File: config.mk
export PLATFORM = sky130hd
export DESIGN_NAME = dc_block_filter
export DESIGN_NICKNAME = d
export VERILOG_FILES = /design/src/rtl/dc_block_filter.sv
export SDC_FILE = /design/constraint.sdc
export NUM_CORES = 1
export LEC_CHECK = 0
export CAP_MARGIN = 15
export CORE_AREA = 5 5 147 149
export DETAILED_ROUTE_END_ITERATION = 7
export DIE_AREA = 0 0 152 154
export PLACE_DENSITY_LB_ADDON = 0.12
export SETUP_SLACK_MARGIN = 0.2
export SYNTH_ARGS = -nofsm -noshare
export SYNTH_HDL_FRONTEND = slang
export SYNTH_SLANG_ARGS = --single-unit
File: constraint.sdc
create_clock -name clk_i -period 6.5 [get_ports clk_i]
set_clock_uncertainty 0.15 [all_clocks]
set_input_delay 1.3 -clock clk_i [delete_from_list [all_inputs] [get_ports clk_i]]
set_output_delay 1.3 -clock clk_i [all_outputs]
set_load 0.1 [all_outputs]
File: src/rtl/dc_block_filter.sv
// dc_block_filter
//   First-order leaky high-pass that strips DC offset from the signed mono
//   sample stream:  y[n] = x[n] - x[n-1] + (1 - 2^-K) * y[n-1].
//   The accumulator holds y scaled by 2^K so that the leak term keeps
//   fractional precision.
//
// Ports
//   clk_i       system clock
//   rst_n_i     asynchronous active-low reset
//   data_i      signed input sample
//   data_val_i  one-cycle strobe qualifying data_i
//   bypass_i    1 = emit the unfiltered sample (captured with data_val_i)
//   clip_clr_i  clears clip_o and overrun_o
//   data_o      signed output sample, held between strobes
//   data_val_o  one-cycle strobe qualifying data_o
//   clip_o      sticky: an output sample or the accumulator saturated
//   overrun_o   sticky: an input strobe arrived while busy and was dropped
module dc_block_filter #(
  parameter int DATA_WIDTH = 16,
  parameter int K          = 8
) (
  input  logic                         clk_i,
  input  logic                         rst_n_i,
  input  logic signed [DATA_WIDTH-1:0] data_i,
  input  logic                         data_val_i,
  input  logic                         bypass_i,
  input  logic                         clip_clr_i,
  output logic signed [DATA_WIDTH-1:0] data_o,
  output logic                         data_val_o,
  output logic                         clip_o,
  output logic                         overrun_o
);

  localparam int AW = DATA_WIDTH + K + 2;

  localparam logic signed [AW:0] Y_MAX =
    $signed({{(AW-DATA_WIDTH+2){1'b0}}, {(DATA_WIDTH-1){1'b1}}});
  localparam logic signed [AW:0] Y_MIN =
    $signed({{(AW-DATA_WIDTH+2){1'b1}}, {(DATA_WIDTH-1){1'b0}}});

  typedef enum logic [1:0] {
    IDLE = 2'd0,
    S1   = 2'd1,
    S2   = 2'd2
  } state_t;

  state_t state_q, state_d;

  logic signed [DATA_WIDTH-1:0] x_p0, x_p1, x_prev;
  logic                         byp_p0, byp_p1;
  logic signed [DATA_WIDTH:0]   diff_p0;
  logic signed [AW-1:0]         d_ext_p0;
  logic signed [AW-1:0]         d_p1, leak_p1, acc;
  logic signed [AW:0]           sum_p2, y_full_p2;
  logic                         vld_p1, vld_p2;
  logic                         acc_ovf_p2, y_ovf_p2;
  logic                         clip_set, ovr_set;

  function automatic logic signed [AW-1:0] sat_acc(input logic signed [AW:0] v);
    if (v[AW] != v[AW-1])
      sat_acc = v[AW] ? {1'b1, {(AW-1){1'b0}}} : {1'b0, {(AW-1){1'b1}}};
    else
      sat_acc = v[AW-1:0];
  endfunction

  function automatic logic signed [DATA_WIDTH-1:0] sat_y(input logic signed [AW:0] v);
    if (v > Y_MAX)
      sat_y = {1'b0, {(DATA_WIDTH-1){1'b1}}};
    else if (v < Y_MIN)
      sat_y = {1'b1, {(DATA_WIDTH-1){1'b0}}};
    else
      sat_y = v[DATA_WIDTH-1:0];
  endfunction

  always_comb begin
    state_d = state_q;
    case (state_q)
      IDLE:    if (data_val_i) state_d = S1;
      S1:      state_d = S2;
      S2:      state_d = IDLE;
      default: state_d = IDLE;
    endcase
  end

  assign vld_p1 = (state_q == S1);
  assign vld_p2 = (state_q == S2);

  always_comb begin
    diff_p0    = {x_p0[DATA_WIDTH-1], x_p0} - {x_prev[DATA_WIDTH-1], x_prev};
    d_ext_p0   = {{(K+1){diff_p0[DATA_WIDTH]}}, diff_p0};
    sum_p2     = {acc[AW-1], acc} - {leak_p1[AW-1], leak_p1} + {d_p1[AW-1], d_p1};
    y_full_p2  = sum_p2 >>> K;
    acc_ovf_p2 = (sum_p2[AW] != sum_p2[AW-1]);
    y_ovf_p2   = (y_full_p2 > Y_MAX) || (y_full_p2 < Y_MIN);
    clip_set   = vld_p2 && !byp_p1 && (acc_ovf_p2 || y_ovf_p2);
    ovr_set    = data_val_i && (state_q != IDLE);
  end

  // Stage 0 -> 1: capture accepted sample; stage 1 -> 2: difference and leak
  always_ff @(posedge clk_i) begin
    if ((state_q == IDLE) && data_val_i) begin
      x_p0   <= data_i;
      byp_p0 <= bypass_i;
    end
    if (vld_p1) begin
      d_p1    <= d_ext_p0 <<< K;
      leak_p1 <= acc >>> K;
      x_p1    <= x_p0;
      byp_p1  <= byp_p0;
    end
  end

  // Stage 2 -> out: accumulate, saturate, select bypass, sticky flags
  always_ff @(posedge clk_i or negedge rst_n_i) begin
    if (!rst_n_i) begin
      state_q    <= IDLE;
      x_prev     <= '0;
      acc        <= '0;
      data_o     <= '0;
      data_val_o <= 1'b0;
      clip_o     <= 1'b0;
      overrun_o  <= 1'b0;
    end else begin
      state_q    <= state_d;
      data_val_o <= 1'b0;
      if (vld_p1)
        x_prev <= x_p0;
      if (vld_p2) begin
        acc        <= sat_acc(sum_p2);
        data_o     <= byp_p1 ? x_p1 : sat_y(y_full_p2);
        data_val_o <= 1'b1;
      end
      if (clip_set)
        clip_o <= 1'b1;
      else if (clip_clr_i)
        clip_o <= 1'b0;
      if (ovr_set)
        overrun_o <= 1'b1;
      else if (clip_clr_i)
        overrun_o <= 1'b0;
    end
  end

endmodule

==> results.toml <==
[global_routing]
grt_pass1_wl_mm = 30.4
grt_usage_pct = 15.9
grt_pass1_vias = 5767
antenna_found_initial = 0
gr-total-overflow = 0
grt_max_degree = 84

[setup_path]
path_delay_family = "compound AO/OA/AOI/OAI gates"
critPathMaxStageDelay_ns = 0.63
r2r_start = "leak_p1[17]"
path_max_fanout = 16
startpoint = "leak_p1[17]"
cp.depth = 17
cp.arrival_ns = 5.23
reg2reg_to = "data_o[5]"
slowest_stage = "edfxtp_1"
crit_buf_inv = 3
reg2reg_depth = 17
end_kind = "flip-flop"
path_class = "reg2reg"
rrSetupSlack_ns = 1.35
crit_chain = "fa_1 > inv_1 > ha_1 > and3_1 > nand4_1 > a41oi_2 > o31ai_4 > o21ai_2 > mux2_4 > nor2_8 > inv_4 > ha_1 > inv_1 > nor3_1 > mux2_2 > a211oi_4 > a31oi_1"
worstSetupStartpointType = "flip-flop"
required_ns = 6.58
crit_end = "data_o[5]"

[clocking]
clkSinkCount = 132
clock_latency_ns = 0.41
clk_pin_slew_ns = 0.06
post_cts_buffers = 0
root_buffer = "clkbuf_16"
cts_tree = "built"
clk_path_buf_depth = 2
h-tree-depth = 4
ctsHoldBuffers = 0
numCtsBuffers = 17
cts_resized = 0

[cells_and_area]
layout.nets = 908
synthToLayoutAreaGrowth_pct = 17.0
antenna_cells = 0
n_fill_cell = 1955
layout-drive-gt1-share_pct = 7.72
fin_cells = 1099

[place]
gp_congestion = 0.874
dp_hpwl_mm = 13.6
io_buffer_count = 39
dp.cells = 1067

[routing]
wl_per_cell_um = 16.5
vias = 5590
drc = 0
ant_nets = 0
viasPerCell = 5.09
drt_iter0_markers = 253
dr.pass1.iters = 5
wirelength_mm = 18.1

[synthesis]
synth-compound-area-share_pct = 17.5
synthFlopType = "edfxtp_1"
synth_cell_type_count = 78
synth_warnings = 0
syn-mean-instance-area_um2 = 10.2
synthCells = 774
synth-seq-cells = 132
async_flop_share_pct = 47.7
synth_top_family_by_area = "compound AO/OA/AOI/OAI gates"
synth_simple_gate_area_share_pct = 12.7
synthMuxAreaShare_pct = 0.474
synth.cell_area_um2 = 7920
synth_fa_ha_area_share_pct = 13.1
synth_xor_xnor_area_share_pct = 3.19
yosysSeqAreaShare_pct = 46.1
synth_edf_count = 69
syn_nets = 866

[outcome]
status = "finished clean"

[floorplanning]
core_um2 = 20000
num_rows = 52
fp.dieW_um = 152
die_h_um = 154
ios = 40
die_area_um2 = 23400
initial_core_util_pct = 39.5

[sta]
tightest_slew_ns = 1.02
hold_violations = 0
drv_slew = 0
relSlewSlack_pct = 31.4
period_share_pct = 79.3
setup_viol = 0
min_period_ns = 5.15
finalSetupTns_ns = 0
max_freq_mhz = 194
rsz0062_at_grt = "no"

[worst_hold_path]
hold_path.class = "reg2reg"
hold_start = "byp_p0"

[flow_run]
max_cap_violations = 0
final cells by class:
class | count | area (µm²) | area share, %
clock buffers | 22 | 485 | 5.24
clock inverters | 10 | 175 | 1.89
inverters | 116 | 438 | 4.73
multi-input cells | 501 | 3730 | 40.2
flip-flops and latches | 132 | 3650 | 39.4
well taps | 270 | 338 | 3.65
repair buffers | 48 | 453 | 4.89
worst min-delay path by stage:
stage	end	slack [ns]	cells past startpoint
6_report	byp_p1	0.27	0
5_1_grt	byp_p1	0.29	0
4_1_cts	byp_p1	0.27	0
3_5_place_dp	byp_p1	0.26	0
3_3_place_gp	byp_p1	0.26	0
2_1_floorplan	byp_p1	0.25	0
cell families after synthesis:
| family | Yosys count |
|---|---|
| muxes | 3 |
| and+or+nand+nor | 194 |
| xor gates and xnor gates | 25 |
| DFF | 132 |
| AOI/OAI and AO/OA | 208 |
| adders and majority gates | 71 |
| buffers and inverters | 141 |
cell usage after synthesis, drive strengths merged (2+ instances only):
master	instances	share of area [%]
o22ai	2	0.16
o311ai	4	0.44
a21o	12	1.1
a21boi	8	0.76
inv	115	5.5
or2	2	0.16
a21oi	29	1.9
a31oi	26	2.1
o22a	5	0.55
xnor2	17	2.2
nand2b	7	0.55
nand4	6	0.47
nor3	13	0.82
nand3	16	1.1
nor2	38	2.0
and2	5	0.40
nor3b	3	0.28
a211o	3	0.33
and3	9	0.71
o21a	6	0.57
buf	5	0.52
nor2b	6	0.47
nand3b	15	1.4
clkbuf	20	0.95
o211a	3	0.47
nor4b	2	0.41
ha	51	8.1
nand2	63	3.0
edfxtp	69	26
dfrtp	63	20
o21ai	74	4.7
o31ai	2	0.36
fa	20	5.1
a211oi	7	0.95
a221oi	2	0.22
or4	3	0.28
mux2	3	0.47
o211ai	11	1.0
xor2	8	0.98
o21bai	3	0.33
per-layer routing:
layer,vias to the layer above,GRT usage [%],part of all wire [%]
met1,2668,22.3,49
li1,2813,-,-
met5,-,0,0
met4,0,4.28,0.99
met3,13,2.33,3.1
met2,96,25.8,47
state kept, by name, indices dropped and copies added (netlist names):
register,cells
acc,26
byp_p0,1
byp_p1,1
clip_o,1
d_p1,17
data_o,16
data_val_o,1
leak_p1,18
overrun_o,1
state_q,2
x_p0,16
x_p1,16
x_prev,16
stage by stage:
step	util [%]	area, µm²	hold WS (ns)	worst slack (ns)
2_1_floorplan	-	7920	0.250	1.94
4_1_cts	46.2	9270	0.273	1.34
6_report	46.2	9270	0.272	1.35
3_5_place_dp	42.9	8600	0.258	1.37
5_1_grt	46.2	9270	0.285	1.04
3_3_place_gp	42.9	8600	0.258	1.33
cell usage in the layout, fill, tap and decap left out, drive strengths merged, types with 11 or more instances in the layout:
master | synthesis | routed
o211ai | 11 | 11
ha | 51 | 51
a31oi | 26 | 26
nor2 | 38 | 38
a21o | 12 | 12
o21ai | 74 | 74
inv | 115 | 115
fa | 20 | 20
a21oi | 29 | 29
nand3b | 15 | 15
dfrtp | 63 | 63
nand3 | 16 | 16
edfxtp | 69 | 69
nand2 | 63 | 63
xnor2 | 17 | 17
nor3 | 13 | 13
clkdlybuf4s50 | 0 | 38
clkbuf | 20 | 22
Power is not shown: default switching activity piles up to over one toggle a cycle in this logic, so the estimate is an artifact.
